--- config.mk ---
export PLATFORM = sky130hd
export DESIGN_NAME = seq_add_multiplier
export DESIGN_NICKNAME = d
export VERILOG_FILES = /design/src/rtl/seq_add_multiplier.sv
export SDC_FILE = /design/constraint.sdc
export NUM_CORES = 1
export LEC_CHECK = 0
export CORE_MARGIN = 2
export CORE_UTILIZATION = 51
export CTS_BUF_LIST = sky130_fd_sc_hd__clkbuf_4
export DETAILED_ROUTE_END_ITERATION = 10
export PLACE_DENSITY = 0.79
export RECOVER_POWER = 25
export SYNTH_ARGS = -nofsm -noshare
export SYNTH_HDL_FRONTEND = slang
export SYNTH_SLANG_ARGS = --single-unit
--- constraint.sdc ---
create_clock -name clk -period 2.4 [get_ports clk]
set_input_delay 0.48 -clock clk [delete_from_list [all_inputs] [get_ports clk]]
set_output_delay 0.48 -clock clk [all_outputs]
set_load 0.02 [all_outputs]
--- src/rtl/seq_add_multiplier.sv ---
// Unsigned multiply by repeated addition; done pulses n+1 cycles after the accept edge (n = b, or min(a,b) with MUL_SWAP_EN).
// No backpressure: start is honoured only while idle, and is dropped (never queued) while busy.
module seq_add_multiplier #(
   parameter int WIDTH = 8
) (
   input  logic               clk,
   input  logic               rst,
   input  logic               start,
   input  logic [WIDTH-1:0]   a,
   input  logic [WIDTH-1:0]   b,
   output logic               busy,
   output logic               done,
   output logic [2*WIDTH-1:0] product
);

   typedef enum logic [1:0] {
      IDLE = 2'd0,
      RUN  = 2'd1,
      DONE = 2'd2
   } state_t;

   state_t             state;
   logic [WIDTH-1:0]   op_a;
   logic [WIDTH-1:0]   cnt;
   logic [2*WIDTH-1:0] acc;
   logic [WIDTH-1:0]   ld_a;
   logic [WIDTH-1:0]   ld_cnt;

`ifdef MUL_SWAP_EN
   // Iterate over the smaller operand; equal operands take the no-swap path.
   always_comb begin
      ld_a   = a;
      ld_cnt = b;
      if (a < b) begin
         ld_a   = b;
         ld_cnt = a;
      end
   end
`else
   always_comb begin
      ld_a   = a;
      ld_cnt = b;
   end
`endif

   assign busy = (state != IDLE);

   always_ff @(posedge clk) begin
      if (rst) begin
         state   <= IDLE;
         op_a    <= '0;
         cnt     <= '0;
         acc     <= '0;
         done    <= 1'b0;
         product <= '0;
      end else begin
         case (state)
            IDLE: begin
               done <= 1'b0;
               if (start) begin
                  op_a  <= ld_a;
                  cnt   <= ld_cnt;
                  acc   <= '0;
                  state <= RUN;
               end
            end
            RUN: begin
               if (cnt != '0) begin
                  acc <= acc + {{WIDTH{1'b0}}, op_a};
                  cnt <= cnt - 1'b1;
               end else begin
                  // Only the finished sum ever reaches the port.
                  product <= acc;
                  done    <= 1'b1;
                  state   <= DONE;
               end
            end
            DONE: begin
               done  <= 1'b0;
               state <= IDLE;
            end
            default: begin
               done  <= 1'b0;
               state <= IDLE;
            end
         endcase
      end
   end

endmodule

==> results.py, run 1 <==
metrics = {
    "clock_network": {
        "h-tree-depth": 2,
        "cts.repair.resized": 0,
        "cts_made_buffers": 5,
        "clk_transition_reported_paths_ns": 0.14,
        "cts_tree": "done",
        "cts_sinks": 51,
        "cts_buffer_depth": 2,
        "cts_setup_buffers": 0,
        "clock_latency_ns": 0.38,
        "cts_hold_buf": 0,
        "cts_root_buffer": "clkbuf_4",
    },
    "detailed_routing": {
        "num_vias": 2364,
        "wirelength_um": 5900,
        "vias_per_cell": 5.68,
        "drt_first_pass_iters": 4,
        "drt.antenna.violating_nets": 0,
        "drt_iter0_markers": 137,
        "avgRoutedWirePerCell_um": 14.2,
        "drc": 0,
    },
    "global_route": {
        "grt.busiest_layer": "met2",
        "grt.total_usage_pct": 23.4,
        "antenna_found_initial": 0,
        "gr-total-overflow": 0,
        "use_met2_pct": 36.9,
        "grt_pass1_vias": 2146,
        "gr-usage-met1_pct": 32.1,
        "grt_pass1_wl_um": 9900,
        "grt_max_degree": 45,
        "met3_usage_pct": 4.15,
    },
    "placed_design": {
        "dp_slack_ns": 0.138,
        "dpl_cell_area_um2": 2980,
        "dp_hpwl_um": 4260,
        "port_buffers": 36,
        "routabilityCongestion": 0.903,
    },
    "min_path": {
        "hold_class": "reg2reg",
    },
    "pwr": {
        "switching_share_pct": 34.7,
        "intPower_mw": 1.21,
        "pwr-share-clk_pct": 20.6,
        "switchingPower_uw": 644,
        "ir_worst_vdd_uv": 448,
        "comb_power_share_pct": 28.9,
        "p_per_area_nw_per_um2": 616,
        "power_frac_seq_pct": 50.6,
        "finalPower_mw": 1.86,
        "power.leakage_nw": 1.09,
    },
    "sta": {
        "slew_viol_final": 0,
        "tns_ns": 0,
        "setup_viol": 0,
        "fmax_mhz": 446,
        "min_period_ns": 2.24,
        "finalClockSkew_ns": 0.00766,
        "worstMarginPinSlew_ns": 0.776,
        "hold_viol": 0,
        "rsz0062_at_grt": "no",
        "final_critical_path_setup_slack_ns": 0.156,
        "fin_crit_sh_pct": 93.5,
        "slew_headroom_pct": 47.8,
    },
    "worst_setup_path": {
        "crit_path_max_fanout": 8,
        "critical_path_class": "reg2reg",
        "cp.required_ns": 2.73,
        "cp.arrival_ns": 2.57,
        "worstSetupStartpointType": "flop",
        "cp-end-kind": "flop",
    },
    "logic_synthesis": {
        "synth.area.top_cells": "dfxtp_1 (40%), a21oi_1 (8.6%), nand2_1 (7.5%)",
        "yosysSeqAreaShare_pct": 40.0,
        "synth_edf_count": 0,
        "synth_top_area_share_pct": 40.0,
        "synth_cell_types": 51,
        "yosys.area.top_type": "dfxtp_1",
        "ys_warn_count": 0,
        "syn_inst": 315,
        "synthArstFlopShare_pct": 0,
        "synthFlopType": "dfxtp_1",
        "syn_avg_cell_area_um2": 8.10,
        "syn_nets": 345,
        "ys_seq_elements": 51,
        "synth_area_um2": 2550,
    },
    "run_status": {
        "outcome": "completed",
    },
    "finish": {
        "final_cell_area_um2": 3010,
        "area_growth_syn_to_layout_pct": 18.0,
        "drive_gt1_share_pct": 8.88,
        "antenna_cells": 0,
        "filler_cell_count": 437,
        "fin_nets": 380,
    },
    "floorplan": {
        "pin_count": 37,
        "dieArea_um2": 5590,
        "rows": 25,
        "die_x_um": 74.7,
        "core_um2": 4790,
        "die_height_um": 74.7,
        "initial_core_util_pct": 53.3,
    },
    "flow_run": {
        "drv_cap": 0,
    },
}
==> final timing paths <==
check / slack (ns) / startpoint / depth (start not counted) / endpoint
worst max register to register: 0.16 / acc[0] / 8 / acc[14]
worst min-delay path: 0.46 / product[15] / 2 / product[15]
worst min register to register: 0.46 / product[15] / 2 / product[15]
worst max-delay path: 0.16 / acc[0] / 8 / acc[14]
==> power groups by stage <==
stage	sequential, mW	combinational (mW)	clock, mW
2_1_floorplan	0.952	0.402	0
3_3_place_gp	0.959	0.532	0
3_5_place_dp	0.960	0.541	0
4_1_cts	0.942	0.545	0.382
5_1_grt	0.947	0.604	0.414
6_report	0.939	0.536	0.382
==> metal layers <==
metal  up-vias  share of wire (%)  wire (um)
met1      1091                 48       2810
li1       1198                  -          -
met3        16                4.4        258
met4         0                2.5        148
met2        59                 46       2690
met5         -                  0          0
==> cell type report <==
cell class	count	area (um2)	area share, %
multi-input cells	238	1390	46.1
flip-flops and latches	51	1020	34.0
repair buffers	46	440	14.6
well taps	67	83.8	2.78
clock buffers	6	45.0	1.50
inverters	8	30.0	0.997
==> placed cells by master (no fill, tap or decap), types with 3 or more instances in the layout <==
| cell | n |
|---|---|
| or4_1 | 4 |
| or2_2 | 4 |
| clkdlybuf4s50_1 | 30 |
| nor3_1 | 4 |
| inv_1 | 8 |
| nand4_1 | 3 |
| buf_4 | 7 |
| a21o_1 | 3 |
| o31ai_1 | 6 |
| nor2_1 | 20 |
| dlygate4sd3_1 | 6 |
| nand3_1 | 25 |
| clkbuf_4 | 6 |
| nand2_1 | 51 |
| o21ai_0 | 14 |
| a31oi_1 | 4 |
| o211ai_1 | 3 |
| a21oi_1 | 44 |
| o21a_1 | 3 |
| ha_1 | 10 |
| dfxtp_1 | 49 |
==> logic make-up (layout without fill, tap and decap cells) <==
family / count (synthesis) / count (layout) / share of synthesized area, %
AOI/OAI and AO/OA: 94 / 94 / 23.2
xor gates and xnor gates: 4 / 4 / 1.37
adders and majority gates: 11 / 11 / 5.69
buffers and inverters: 26 / 60 / 5.20
DFF: 51 / 51 / 40.0
and+or+nand+nor: 129 / 129 / 24.6
==> cell usage after synthesis (all sizes together), types with 3 or more instances <==
library cell	count
nand2	53
dfxtp	51
a21oi	44
nand3	25
nor2	20
o21ai	14
clkbuf	11
ha	10
inv	8
buf	7
o31ai	6
a31oi	4
nor3	4
or2	4
or4	4
a21o	3
nand4	3
nor4	3
o211ai	3
o21a	3
or3	3
==> sequential cells by signal, indices dropped and copies added (netlist names) <==
name,cells
cnt,8
product,16
op_a,8
acc,16
done,1
state,2
==> critical path: stages, from the launching register on <==
cell and delay [ns]:
dfxtp_2 0.36, ha_1 0.18, inv_1 0.06, fa_1 0.37, and2b_2 0.25, o2111ai_2 0.13
and3_4 0.21, or4_1 0.49, a21oi_1 0.14
==> metrics by stage <==
step                      hold slack, ns  cells  utilization (%)
after CTS                          0.465    416             63.2
after floorplan                    0.441    315                -
final                              0.458    416             63.0
after global placement             0.442    410             62.3
after detailed placement           0.447    410             62.3
after global routing               0.483    416             63.0
Power figures use the tool's default switching activity.
==> run 2, diff against run 1 <==
--- a/config.mk
+++ b/config.mk
@@ -5,7 +5,6 @@
 export SDC_FILE = /design/constraint.sdc
 export NUM_CORES = 1
 export LEC_CHECK = 0
-export CORE_MARGIN = 2
 export CORE_UTILIZATION = 51
 export CTS_BUF_LIST = sky130_fd_sc_hd__clkbuf_4
 export DETAILED_ROUTE_END_ITERATION = 10
==> results.py, run 2 (synthesis gave the netlist of run 1 again) <==
metrics = {
    "placed_design": {
        "routabilityCongestion": 0.876,
        "dp_hpwl_um": 4160,
        "port_buffers": 36,
        "dp_slack_ns": 0.0991,
    },
    "floorplan": {
        "rows": 25,
        "die_x_um": 72.7,
        "pin_count": 37,
        "dieArea_um2": 5290,
        "core_um2": 4750,
        "initial_core_util_pct": 53.7,
        "die_height_um": 72.7,
    },
    "finish": {
        "area_growth_syn_to_layout_pct": 19.5,
        "antenna_cells": 0,
        "layout_common_cells": "nand2_1 (51), dfxtp_1 (50), a21oi_1 (44), clkdlybuf4s50_1 (32), nand3_1 (25)",
        "drive_gt1_share_pct": 8.57,
        "fin_util_pct": 64.1,
        "fin_nets": 380,
        "top_regs": "acc (16), product (16)",
        "final_common_cell": "nand2_1",
        "filler_cell_count": 461,
    },
    "sta": {
        "slew_viol_final": 0,
        "min_period_ns": 2.28,
        "final_critical_path_setup_slack_ns": 0.120,
        "setup_viol": 0,
        "fin_crit_sh_pct": 95.0,
        "fmax_mhz": 439,
        "slew_headroom_pct": 55.2,
        "worstMarginPinSlew_ns": 0.670,
        "finalClockSkew_ns": 0.0147,
        "tns_ns": 0,
        "whs_ns": 0.463,
        "hold_viol": 0,
        "rsz0062_at_grt": "no",
    },
    "global_route": {
        "grt.total_usage_pct": 23.7,
        "grt_max_degree": 45,
        "antenna_found_initial": 0,
        "grt_pass1_wl_um": 9820,
        "grt_pass1_vias": 2190,
        "gr-total-overflow": 0,
    },
    "detailed_routing": {
        "wirelength_um": 5840,
        "drt_iter0_markers": 144,
        "drt.antenna.violating_nets": 0,
        "drc": 0,
        "drt_first_pass_iters": 4,
        "vias_per_cell": 5.71,
        "avgRoutedWirePerCell_um": 14.0,
        "num_vias": 2379,
    },
    "worst_setup_path": {
        "crit_path_max_fanout": 8,
        "critical_path_class": "reg2reg",
        "worstSetupStartpointType": "flop",
        "cp-end-kind": "flop",
        "cp.arrival_ns": 2.60,
        "cp.required_ns": 2.72,
    },
    "pwr": {
        "switching_share_pct": 32.8,
        "finalPower_mw": 1.97,
        "power.leakage_nw": 1.09,
        "switchingPower_uw": 645,
        "p_per_area_nw_per_um2": 644,
        "intPower_mw": 1.32,
        "power_frac_seq_pct": 48.0,
        "comb_power_share_pct": 27.0,
        "ir_worst_vdd_uv": 312,
        "pwr-share-clk_pct": 25.0,
    },
    "min_path": {
        "hold_class": "reg2reg",
    },
    "clock_network": {
        "cts_sinks": 51,
        "cts_tree": "done",
        "cts_root_buffer": "clkbuf_4",
        "clk_transition_reported_paths_ns": 0.14,
        "cts_buffer_depth": 2,
        "h-tree-depth": 2,
        "cts_made_buffers": 5,
        "clock_latency_ns": 0.38,
    },
    "run_status": {
        "outcome": "completed",
    },
    "flow_run": {
        "drv_cap": 0,
    },
}
run 2: worst paths after layout:
path                   start  slack, ns  depth (start not counted)          to
setup / recovery     op_a[0]       0.12                          8     acc[14]
hold / removal    product[7]       0.46                          2  product[7]
setup reg to reg     op_a[0]       0.12                          8     acc[14]
hold reg to reg   product[7]       0.46                          2  product[7]
run 2: power groups by stage:
stage	Clock, mW	Combinational [mW]	Sequential, mW
after floorplan	0	0.402	0.952
after global placement	0	0.523	0.958
after detailed placement	0	0.532	0.961
after CTS	0.501	0.537	0.942
after global routing	0.530	0.594	0.951
final	0.491	0.531	0.943
run 2: repair_timing:
action / 4_1_cts / 5_1_grt
hold buffers: 0 / 0
gates resized for setup: 0 / 2
setup endpoints to repair: 0 / 2
setup buffers: 0 / 1
run 2: metal layers:
metal  share of wire (%)  vias up  routed length [um]  GRT usage (%)
met5                   0        -                   0              0
met2                  49       56                2830           39.4
met3                 4.6       11                 268           4.28
li1                    -     1198                   -              -
met4                 1.9        0                 113           8.71
met1                  45     1114                2620           30.7
run 2: area by class of cell:
cell class	instances	area [um2]	share of cell area, %
Clock buffer	6	45.0	1.48
Inverter	8	30.0	0.985
Clock inverter	1	30.0	0.985
Multi-Input combinational cell	238	1400	46.0
Timing Repair Buffer	46	437	14.3
Tap cell	67	83.8	2.75
Sequential cell	51	1020	33.5
run 2: per-stage QoR:
| stage | instance area (um2) | instances |
|---|---|---|
| 6_report | 3050 | 417 |
| 3_5_place_dp | 2970 | 409 |
| 2_1_floorplan | 2550 | 315 |
| 5_1_grt | 3050 | 417 |
| 3_3_place_gp | 2970 | 409 |
| 4_1_cts | 3050 | 416 |
run 2: critical path, cell delays in order, from the launching register on:
cell and delay [ns]:
dfxtp_1 0.36, ha_2 0.20, inv_1 0.06, fa_1 0.38, and2b_2 0.26, o2111ai_2 0.12, and3_4 0.20, or4_1 0.50
a21oi_1 0.16
